===== src/rtl/k580vt57.sv =====
// K580VT57 (8257-compatible) four-channel DMA controller.
// CPU register file, bus hold handshake and S1-S4 transfer sequencing.
module k580vt57 (
  input  logic        clk,
  input  logic        reset_n,
  input  logic        ce,
  input  logic [3:0]  iaddr,
  input  logic [7:0]  idata,
  output logic [7:0]  odata,
  input  logic        iwe_n,
  input  logic        ird_n,
  input  logic [3:0]  drq,
  output logic [3:0]  dack,
  output logic        hrq,
  input  logic        hlda,
  output logic [15:0] oaddr,
  output logic        omemr_n,
  output logic        omemw_n,
  output logic        oiord_n,
  output logic        oiowr_n,
  output logic        tc,
  output logic        mark,
  output logic        busy
);

  localparam int unsigned NCH = 4;
  localparam int unsigned AW  = 16;
  localparam int unsigned CW  = 14;

  typedef enum logic [2:0] {SI, S0, S1, S2, S3, S4} state_t;

  state_t          state_q, state_d;
  logic [1:0]      ch_q, ch_d, prio_q;
  logic [AW-1:0]   addr_q [NCH];
  logic [CW-1:0]   cnt_q  [NCH];
  logic [1:0]      mode_q [NCH];
  logic [NCH-1:0]  en_q, en_after;
  logic            rot_q, ext_q, tcstop_q, auto_q;
  logic [NCH-1:0]  tcflag_q;
  logic            update_q, ff_q, we_q, rd_q;

  logic            wr_rise, rd_rise, s4_fire, tc_hit, reload;
  logic [1:0]      sel_ch;
  logic [NCH-1:0]  req_idle, req_s4;
  logic [1:0]      win_idle, win_s4;
  logic [AW-1:0]   addr_s4, addr_sel;
  logic [CW-1:0]   cnt_s4, cnt_sel;
  logic [1:0]      mode_s4;
  logic            hrq_d, tc_d, mark_d, rd_act, wr_act;
  logic [3:0]      dack_d;
  logic [AW-1:0]   oaddr_d;

  // First requesting channel at or after base, wrapping around.
  function automatic logic [1:0] arbitrate(input logic [3:0] req, input logic [1:0] base);
    logic [1:0] win;
    logic [1:0] idx;
    logic       found;
    win   = base;
    found = 1'b0;
    for (int i = 0; i < 4; i++) begin
      idx = base + 2'(i);
      if (!found && req[idx]) begin
        win   = idx;
        found = 1'b1;
      end
    end
    return win;
  endfunction

  assign wr_rise  = iwe_n & ~we_q;
  assign rd_rise  = ird_n & ~rd_q;
  assign sel_ch   = iaddr[2:1];
  assign s4_fire  = ce && (state_q == S4);
  assign tc_hit   = (cnt_q[ch_q] == '0);
  assign reload   = tc_hit && (ch_q == 2'd2) && auto_q;
  assign addr_s4  = reload ? addr_q[3] : addr_q[ch_q] + 16'd1;
  assign cnt_s4   = reload ? cnt_q[3]  : cnt_q[ch_q] - 14'd1;
  assign mode_s4  = reload ? mode_q[3] : mode_q[ch_q];
  assign req_idle = drq & en_q;
  assign req_s4   = drq & en_after;
  assign win_idle = arbitrate(req_idle, rot_q ? prio_q : 2'd0);
  assign win_s4   = arbitrate(req_s4, rot_q ? ch_q + 2'd1 : 2'd0);

  // Enable mask as it will stand after the S4 bookkeeping.
  always_comb begin
    en_after = en_q;
    if (tc_hit && tcstop_q && !reload) en_after[ch_q] = 1'b0;
  end

  // Forward the post-S4 values when the same channel wins again.
  always_comb begin
    addr_sel = addr_q[ch_d];
    cnt_sel  = cnt_q[ch_d];
    if (state_q == S4 && ch_d == ch_q) begin
      addr_sel = addr_s4;
      cnt_sel  = cnt_s4;
    end
  end

  always_comb begin
    state_d = state_q;
    ch_d    = ch_q;
    hrq_d   = hrq;
    dack_d  = '0;
    oaddr_d = oaddr;
    tc_d    = 1'b0;
    mark_d  = 1'b0;
    rd_act  = 1'b0;
    wr_act  = 1'b0;
    case (state_q)
      SI: if (|req_idle) begin
        state_d = S0;
        hrq_d   = 1'b1;
      end
      S0: if (hlda && |req_idle) begin
        state_d = S1;
        ch_d    = win_idle;
      end else if (!(|req_idle)) begin
        state_d = SI;
        hrq_d   = 1'b0;
      end
      S1: begin
        state_d = S2;
        dack_d  = dack;
        tc_d    = tc;
        mark_d  = mark;
        rd_act  = 1'b1;
        wr_act  = ext_q;
      end
      S2: begin
        state_d = S3;
        dack_d  = dack;
        tc_d    = tc;
        mark_d  = mark;
        rd_act  = 1'b1;
        wr_act  = 1'b1;
      end
      S3: state_d = S4;
      S4: if (hlda && |req_s4) begin
        state_d = S1;
        ch_d    = win_s4;
      end else begin
        state_d = SI;
        hrq_d   = 1'b0;
      end
      default: begin
        state_d = SI;
        hrq_d   = 1'b0;
      end
    endcase
    if (state_d == S1 && (state_q == S0 || state_q == S4)) begin
      dack_d  = 4'(1) << ch_d;
      oaddr_d = addr_sel;
      tc_d    = (cnt_sel == '0);
      mark_d  = (cnt_sel[6:0] == 7'd0);
    end
  end

  // Bus state and registered bus outputs.
  always_ff @(posedge clk or negedge reset_n) begin
    if (!reset_n) begin
      state_q <= SI;
      ch_q    <= 2'd0;
      hrq     <= 1'b0;
      dack    <= '0;
      oaddr   <= '0;
      tc      <= 1'b0;
      mark    <= 1'b0;
      busy    <= 1'b0;
      omemr_n <= 1'b1;
      omemw_n <= 1'b1;
      oiord_n <= 1'b1;
      oiowr_n <= 1'b1;
    end else if (ce) begin
      state_q <= state_d;
      ch_q    <= ch_d;
      hrq     <= hrq_d;
      dack    <= dack_d;
      oaddr   <= oaddr_d;
      tc      <= tc_d;
      mark    <= mark_d;
      busy    <= (state_d != SI);
      omemr_n <= ~(rd_act && mode_q[ch_q] == 2'b10);
      oiord_n <= ~(rd_act && mode_q[ch_q] == 2'b01);
      omemw_n <= ~(wr_act && mode_q[ch_q] == 2'b01);
      oiowr_n <= ~(wr_act && mode_q[ch_q] == 2'b10);
    end
  end

  // Register file: read side effects, then S4 update, then CPU write (last wins).
  always_ff @(posedge clk or negedge reset_n) begin
    if (!reset_n) begin
      for (int i = 0; i < int'(NCH); i++) begin
        addr_q[i] <= '0;
        cnt_q[i]  <= '0;
        mode_q[i] <= '0;
      end
      en_q     <= '0;
      rot_q    <= 1'b0;
      ext_q    <= 1'b0;
      tcstop_q <= 1'b0;
      auto_q   <= 1'b0;
      tcflag_q <= '0;
      update_q <= 1'b0;
      ff_q     <= 1'b0;
      prio_q   <= 2'd0;
      we_q     <= 1'b1;
      rd_q     <= 1'b1;
    end else begin
      we_q <= iwe_n;
      rd_q <= ird_n;
      if (rd_rise) begin
        if (!iaddr[3]) ff_q <= ~ff_q;
        if (iaddr == 4'd8) begin
          tcflag_q <= '0;
          update_q <= 1'b0;
        end
      end
      if (s4_fire) begin
        addr_q[ch_q] <= addr_s4;
        cnt_q[ch_q]  <= cnt_s4;
        mode_q[ch_q] <= mode_s4;
        en_q         <= en_after;
        prio_q       <= ch_q + 2'd1;
        if (tc_hit) tcflag_q[ch_q] <= 1'b1;
        if (reload) update_q <= 1'b1;
      end
      if (wr_rise) begin
        if (!iaddr[3]) begin
          ff_q <= ~ff_q;
          if (!iaddr[0]) begin
            if (ff_q) addr_q[sel_ch][15:8] <= idata;
            else      addr_q[sel_ch][7:0]  <= idata;
            if (sel_ch == 2'd2 && auto_q) begin
              if (ff_q) addr_q[3][15:8] <= idata;
              else      addr_q[3][7:0]  <= idata;
            end
          end else begin
            if (ff_q) begin
              cnt_q[sel_ch][13:8] <= idata[5:0];
              mode_q[sel_ch]      <= idata[7:6];
            end else begin
              cnt_q[sel_ch][7:0]  <= idata;
            end
            if (sel_ch == 2'd2 && auto_q) begin
              if (ff_q) begin
                cnt_q[3][13:8] <= idata[5:0];
                mode_q[3]      <= idata[7:6];
              end else begin
                cnt_q[3][7:0]  <= idata;
              end
            end
          end
        end else if (iaddr == 4'd8) begin
          en_q     <= idata[3:0];
          rot_q    <= idata[4];
          ext_q    <= idata[5];
          tcstop_q <= idata[6];
          auto_q   <= idata[7];
          ff_q     <= 1'b0;
        end
      end
    end
  end

  // CPU read mux, byte chosen by the first/last flip-flop.
  always_comb begin
    odata = 8'h00;
    if (!iaddr[3]) begin
      if (!iaddr[0]) odata = ff_q ? addr_q[sel_ch][15:8] : addr_q[sel_ch][7:0];
      else           odata = ff_q ? {mode_q[sel_ch], cnt_q[sel_ch][13:8]} : cnt_q[sel_ch][7:0];
    end else if (iaddr == 4'd8) begin
      odata = {3'b000, update_q, tcflag_q};
    end
  end

endmodule


===== config.mk =====
export PLATFORM = sky130hd
export DESIGN_NAME = k580vt57
export DESIGN_NICKNAME = d
export VERILOG_FILES = /design/src/rtl/k580vt57.sv
export SDC_FILE = /design/constraint.sdc
export NUM_CORES = 1
export LEC_CHECK = 0
export CORE_AREA = 5 5 179 181
export CTS_CLUSTER_DIAMETER = 60
export DETAILED_ROUTE_END_ITERATION = 6
export DIE_AREA = 0 0 184 186
export HOLD_SLACK_MARGIN = 0.02
export PLACE_DENSITY = 0.62
export SLEW_MARGIN = 40
export SYNTH_ARGS = -nofsm -noshare
export SYNTH_HDL_FRONTEND = slang
export SYNTH_SLANG_ARGS = --single-unit

===== constraint.sdc =====
create_clock -name clk -period 11.4 [get_ports clk]
set_clock_uncertainty 0.05 [all_clocks]
set_input_delay 1.14 -clock clk [delete_from_list [all_inputs] [get_ports clk]]
set_output_delay 1.14 -clock clk [all_outputs]
set_load 0.01 [all_outputs]

* Yosys cells after proc, flatten, opt, wreduce, memory -nomap -nowiden
Cells that the tools add are included.
** Operators by class
- $add $sub $neg :: 9
- Magnitude comparators :: 15
- Eq/ne operators :: 17
- Shift operators :: 1
- Muxes and demuxes :: 151
- Bitwise gates (word level) :: 18
- Reduce and logical (&&, ||, !) cells :: 44
** Operators with widths (count)
- $mux W64 :: 5
- $mux W56 :: 5
- $bwmux W64 :: 3
- $mux W16 :: 11
- $bwmux W56 :: 3
- $mux W14 :: 11
- $mux W8 :: 14
- $bmux W16 S2 :: 3
- $demux W16 S2 :: 3
- $bmux W14 S2 :: 3
- $demux W14 S2 :: 3
- $mux W4 :: 11
- $mux W2 :: 20
- $mux W1 :: 32
- $logic_not A14 Y1 :: 2
- $lt A2 B3 Y1 const B :: 9
- $logic_and A1 B1 Y1 :: 23
- $pmux W3 S6 :: 1
- $add A16 B1 Y16 const B :: 1
- $bmux W1 S2 :: 8
- $bwmux W8 :: 2
- $sub A14 B1 Y14 const B :: 1
- $and A4 B4 Y4 :: 3
- $eq A3 B2 Y1 const B :: 3
- other kinds (39) :: 75
** Word-level totals
- Flip-flop bits (word level) :: 179
- Input bits :: 22
- Output and inout bits :: 36
- Word-level logic and storage cells :: 290

* Depth between registers and ports, before layout
- Depth in word-level cells :: 32
- Mapped depth :: 19
- Mapped depth without buffers :: 14

* Worst setup path before layout
Ideal clock, no wire load.
- Path kind :: register -> register
- Start point :: reg ch_q[0]
- End point :: reg oaddr[2]
- Arrival :: 4.717 ns
- Required time :: 11.229 ns
- Path slack :: 6.512 ns
- Cell stages (with the launch flop) :: 20
- Path buffers :: 6
- Period minus slack after synthesis :: 4.888 ns
- Path through :: dfrtp_1 buf_6 buf_6 buf_2 clkbuf_1 clkbuf_1 inv_1 ha_1 xnor2_1 nand2_1 mux2i_1 a41o_1 or2_2 a31o_1 a21o_1 a21oi_4 buf_6 mux2i_1 a211oi_1 o22a_1
** Between the ends
- Longest elaborated chain between the ends :: 30
** Ends and longest elaborated chain
- start, declared :: line 33 : logic [1:0] ch_q, ch_d, prio_q;
- start signal, assigned :: line 176 : ch_q <= ch_d;
- $not A2 Y3 (implied by the code) :: line 74, 76
- $bmux W14 S2 :: line 74 : assign tc_hit = (cnt_q[ch_q] == '0);
- $mux W14 (implied by the code) (2 in a row) :: line 74
- $logic_not A14 Y1 :: line 74
- $logic_and A1 B1 Y1 (2 in a row) :: line 75 : assign reload = tc_hit && (ch_q == 2'd2) && auto_q;
- $logic_not A1 Y1 :: line 87 : if (tc_hit && tcstop_q && !reload) en_after[ch_q] = 1'b0;
- $logic_and A1 B1 Y1 :: line 87
- $mux W4 :: line 87
- [... 11 more ...]
- $logic_and A1 B1 Y1 :: line 62 : if (!found && req[idx]) begin
- $mux W2 :: line 62
- $mux W2 :: line 139 : S4: if (hlda && |req_s4) begin
- $pmux W2 S2 :: line 110 : case (state_q)
- $not A2 Y3 (implied by the code) :: line 92 : addr_sel = addr_q[ch_d];
- $bmux W16 S2 :: line 92
- $mux W16 (implied by the code) (2 in a row) :: line 92
- $mux W16 :: line 94 : if (state_q == S4 && ch_d == ch_q) begin
- end signal, assigned :: line 179 : oaddr <= oaddr_d;
- end, declared :: line 16 : output logic [15:0] oaddr,
Parallel ways exist; a longest one is shown, timed or not. The select of a mux whose other input is x is not followed.
A chain may end at the register's enable or synchronous reset.

* Worst setup path in the final report
- Start point :: reg ch_q[0]
- End point :: reg tc
** Between the ends
- Longest elaborated chain between the ends :: 32
** Ends and longest elaborated chain
- $not A2 Y3 (implied by the code) :: line 74, 77
- $bmux W14 S2 :: line 74, 77
- $mux W14 (implied by the code) (2 in a row) :: line 74, 77
- $logic_not A14 Y1 :: line 74
- $logic_and A1 B1 Y1 (2 in a row) :: line 75
- $logic_not A1 Y1 :: line 87
- $logic_and A1 B1 Y1 :: line 87
- $mux W4 :: line 87
- [... 13 more ...]
- $mux W2 :: line 139
- $pmux W2 S2 :: line 110
- $not A2 Y3 (implied by the code) :: line 93 : cnt_sel = cnt_q[ch_d];
- $bmux W14 S2 :: line 93
- $mux W14 (implied by the code) (2 in a row) :: line 93
- $mux W14 :: line 94
- $logic_not A14 Y1 :: line 154 : tc_d = (cnt_sel == '0);
- $mux W1 :: line 151 : if (state_d == S1 && (state_q == S0 || state_q == S4)) begin
- end signal, assigned :: line 180 : tc <= tc_d;
- end, declared :: line 21 : output logic tc,
Parallel ways exist; a longest one is shown, timed or not. The select of a mux whose other input is x is not followed.

==> implementation parameters <==
Parameter                              Value

Route
  Number of routed nets with antenna violations    0
  Residual DRC    0
  Iteration count of the initial detailed-routing pass    5
  Count of vias placed by the detailed router    10,362
  DRT iter0 DRCs    999
  Average wire per standard cell    23.00 µm
  Final wirelength    39.10 mm
  Via-to-Cell Ratio    6.095

Timing
  Clock period minus worst slack    5.020 ns
  Accumulated negative setup slack    0 ns
  Count of final hold-check violations    0
  Slew @ Worst Pin    0.8621 ns
  Final slew viol count    0
  RSZ-0062 raised after global routing    false
  Final WS setup    6.380 ns
  Crit share post-route    0.4404
  Slew HR    0.4234
  Achievable clock frequency    199.2 MHz
  Final setup fails    0

Synthesis
  Synth cell types    72
  Commonest register cell after synthesis    sky130_fd_sc_hd__dfrtp_1
  Sequential share of the synthesized area    0.3609
  Synth Register Bits    179
  Cell count after synthesis    1,298
  Total number of yosys warnings    0
  Post-synthesis net count    1,327
  Mapped Avg Cell Area    9.578 µm²
  Cell area after synthesis    12,430 µm²
  Share of flip-flops with an asynchronous set or reset after synthesis    1.000
  Number of enable-type register cells in the synthesized netlist    0

Final layout
  FILL cells    2,854
  Utilization after layout    0.4564
  Most common library cell in the layout ignoring fill and taps    sky130_fd_sc_hd__dfrtp_1
  Area grow syn2layout    11.13%
  Number of antenna diodes    0
  Layout cell share with drive strength beyond 1    0.1518
  Post-layout nets    1,320
  Top library cells by usage in the layout, fill and taps aside    sky130_fd_sc_hd__dfrtp_1 (171), sky130_fd_sc_hd__mux2i_1 (163), sky130_fd_sc_hd__nand2_1 (148)

Min path
  Worst min path class    reg -> reg

Floorplanning
  Initial core utilization    0.4107
  Top Ports    58
  Placeable core region    30,270 µm²
  Die height    186 µm
  Std-Cell Rows    64
  Die Wd    184 µm
  Area of the die    34,220 µm²

Critical path
  Setup Crit Path Kind    reg -> reg
  Register-to-register setup slack    6.38 ns
  Startpoint kind of the worst setup timing path    register
  Data required, critical path    11.68 ns
  Crit path arrival time    5.30 ns
  Highest fanout seen on the critical path    25
  Crit end category    register

Pwr
  Net Switching    1586 µW
  Internal    2024 µW
  Worst VDD drop    0.1106 mV
  Cell Pwr Density    261.2 nW/µm²
  Cell leakage power    0.006072 µW
  Gate power share    0.513
  Share of total power consumed by net switching    0.4394
  Portion of total power attributed to sequential cells    0.324
  Clk pwr share    0.164

Run
  Number of maximum-capacitance violations    0

Place
  I/O Buffers    57
  Final HPWL from detailed placement    25.87 mm
  Post-placement setup slack    6.193 ns
  Weighted congestion reported at the end of routability-driven placement    0.9182

Clock network
  Clock tree root driver cell    sky130_fd_sc_hd__clkbuf_16
  Number of H-tree levels    4
  Setup repair bufs after CTS    0
  Clk buf depth    2
  Worst skew pair latency    0.45 ns
  Number of buffers created by CTS    17
  Clock-pin slew on the worst setup and hold paths    0.07 ns
  TritonCTS clock tree    built
  Post-cts resize count    0
  Number of clock sinks    179
  Hold-fix buffer count after cts    0

GRT
  Via count of the first global-routing pass    10,216
  Combined global-route utilization of all metal layers    0.2307
  Pin count of the biggest net entering global routing    119
  Wire length of the first global-routing pass    60.76 mm
  Number of antenna violations at the first check in global routing    0
  Overflow left after global routing    0

Outcome
  Result of the run    completed
## critical path, cell delays in order (launching register included)
cell	delay, ns
sky130_fd_sc_hd__dfrtp_2	0.81
sky130_fd_sc_hd__mux4_2	0.62
sky130_fd_sc_hd__inv_1	0.11
sky130_fd_sc_hd__ha_1	0.21
sky130_fd_sc_hd__and2_1	0.14
sky130_fd_sc_hd__o2bb2ai_1	0.13
sky130_fd_sc_hd__nand4b_1	0.30
sky130_fd_sc_hd__o31ai_1	0.52
sky130_fd_sc_hd__o211ai_1	0.18
sky130_fd_sc_hd__o22ai_1	0.36
sky130_fd_sc_hd__mux2i_1	0.23
sky130_fd_sc_hd__o2111a_2	0.56
sky130_fd_sc_hd__nand2b_4	0.40
sky130_fd_sc_hd__a311o_1	0.19
sky130_fd_sc_hd__o21ai_1	0.08
## per-stage QoR
stage	instances	hold WS, ns	total power (µW)	cell area [µm²]
2_1_floorplan	1298	0.3998	2438	12430
3_3_place_gp	1668	0.4171	2969	13230
3_5_place_dp	1668	0.4240	2994	13240
4_1_cts	1700	0.4402	3594	13810
5_1_grt	1700	0.4594	3843	13820
6_report	1700	0.4341	3609	13820
## state kept, by name, indices dropped and copies added, names as in the netlist, 2 cells and up
register	cells
cnt_q	56
oaddr	16
prio_q	2
state_q	3
en_q	4
dack	4
mode_q	8
addr_q	64
ch_q	2
tcflag_q	4
## layer usage
metal	routed length, µm	part of all wire	track usage
met5	0	0	0
met4	1124	0.029	0.08015
met3	2974	0.076	0.05218
met2	18180	0.47	0.3637
met1	16810	0.43	0.3150
## logic make-up (layout without fill, tap and decap cells)
| group | Yosys count | count (layout) | share of synthesized area |
|---|---|---|---|
| buf+inv | 111 | 117 | 0.03714 |
| simple gates | 400 | 400 | 0.1461 |
| compound gates | 311 | 311 | 0.1477 |
| mux | 265 | 265 | 0.2834 |
| flops | 179 | 179 | 0.3609 |
| xor+xnor | 25 | 25 | 0.01761 |
| fa+ha+maj | 7 | 7 | 0.007045 |
## cell usage after synthesis, types with 3 or more instances
master	number	area share
sky130_fd_sc_hd__buf_6	5	0.0045
sky130_fd_sc_hd__a22oi_1	4	0.0024
sky130_fd_sc_hd__o31a_1	4	0.0028
sky130_fd_sc_hd__buf_1	33	0.010
sky130_fd_sc_hd__dfrtp_1	173	0.35
sky130_fd_sc_hd__o211ai_1	4	0.0024
sky130_fd_sc_hd__inv_1	13	0.0039
sky130_fd_sc_hd__clkbuf_1	54	0.016
sky130_fd_sc_hd__and2_1	8	0.0040
sky130_fd_sc_hd__nand3_1	14	0.0056
sky130_fd_sc_hd__nand2b_1	8	0.0040
sky130_fd_sc_hd__o21ai_1	15	0.0060
sky130_fd_sc_hd__o31ai_1	8	0.0048
sky130_fd_sc_hd__mux2i_1	163	0.13
sky130_fd_sc_hd__and3_1	18	0.0091
sky130_fd_sc_hd__ha_1	7	0.0070
sky130_fd_sc_hd__o22ai_1	5	0.0025
sky130_fd_sc_hd__nor4_1	15	0.0075
sky130_fd_sc_hd__nand2_1	152	0.046
sky130_fd_sc_hd__a311oi_1	4	0.0028
sky130_fd_sc_hd__mux4_2	66	0.12
sky130_fd_sc_hd__o211a_1	3	0.0024
sky130_fd_sc_hd__or4_1	5	0.0030
sky130_fd_sc_hd__a31oi_1	5	0.0025
sky130_fd_sc_hd__xnor2_1	20	0.014
sky130_fd_sc_hd__o21a_1	3	0.0018
sky130_fd_sc_hd__or2_2	5	0.0025
sky130_fd_sc_hd__mux2_2	36	0.033
sky130_fd_sc_hd__xor2_1	5	0.0035
sky130_fd_sc_hd__a21oi_1	109	0.044
sky130_fd_sc_hd__dfstp_2	6	0.013
sky130_fd_sc_hd__nor2b_1	12	0.0060
sky130_fd_sc_hd__o21ai_0	109	0.044
sky130_fd_sc_hd__a211oi_1	3	0.0018
sky130_fd_sc_hd__buf_2	6	0.0024
sky130_fd_sc_hd__nor2_1	129	0.039
sky130_fd_sc_hd__nor3_1	18	0.0072
sky130_fd_sc_hd__a221o_1	5	0.0040
sky130_fd_sc_hd__o221ai_1	3	0.0021
## power groups by stage
stage | Sequential (µW) | Clock (µW) | Combinational (µW)
after floorplan | 1060 | 0 | 1380
after global placement | 1160 | 0 | 1810
after CTS | 1160 | 601 | 1830
after detailed placement | 1170 | 0 | 1820
after global routing | 1200 | 623 | 2020
final | 1170 | 591 | 1850
## final timing paths
| kind | startpoint | endpoint | cells after the start |
|---|---|---|---|
| worst max-delay path | ch_q[0]$_DFFE_PN0P_ | tc$_DFFE_PN0P_ | 14 |
| worst min-delay path | dack[3]$_DFFE_PN0P_ | dack[3]$_DFFE_PN0P_ | 2 |
| worst max register to register | ch_q[0]$_DFFE_PN0P_ | tc$_DFFE_PN0P_ | 14 |
| worst min register to register | dack[3]$_DFFE_PN0P_ | dack[3]$_DFFE_PN0P_ | 2 |
| max in group asynchronous | reset_n | cnt_q[25]$_DFF_PN0_ | 2 |
| min in group asynchronous | reset_n | addr_q[45]$_DFF_PN0_ | 1 |
## layout make-up
class / instances / area (µm²) / share of cell area
Sequential cell: 179 / 4489 / 0.3249
Clock buffer: 19 / 442.9 / 0.03206
Clock inverter: 13 / 126.4 / 0.009147
Tap cell: 396 / 495.5 / 0.03586
Multi-Input combinational cell: 1008 / 7550 / 0.5465
Inverter: 13 / 48.80 / 0.003532
Timing Repair Buffer: 72 / 663.1 / 0.04800
Note: power is estimated with default switching activity, not from simulation.
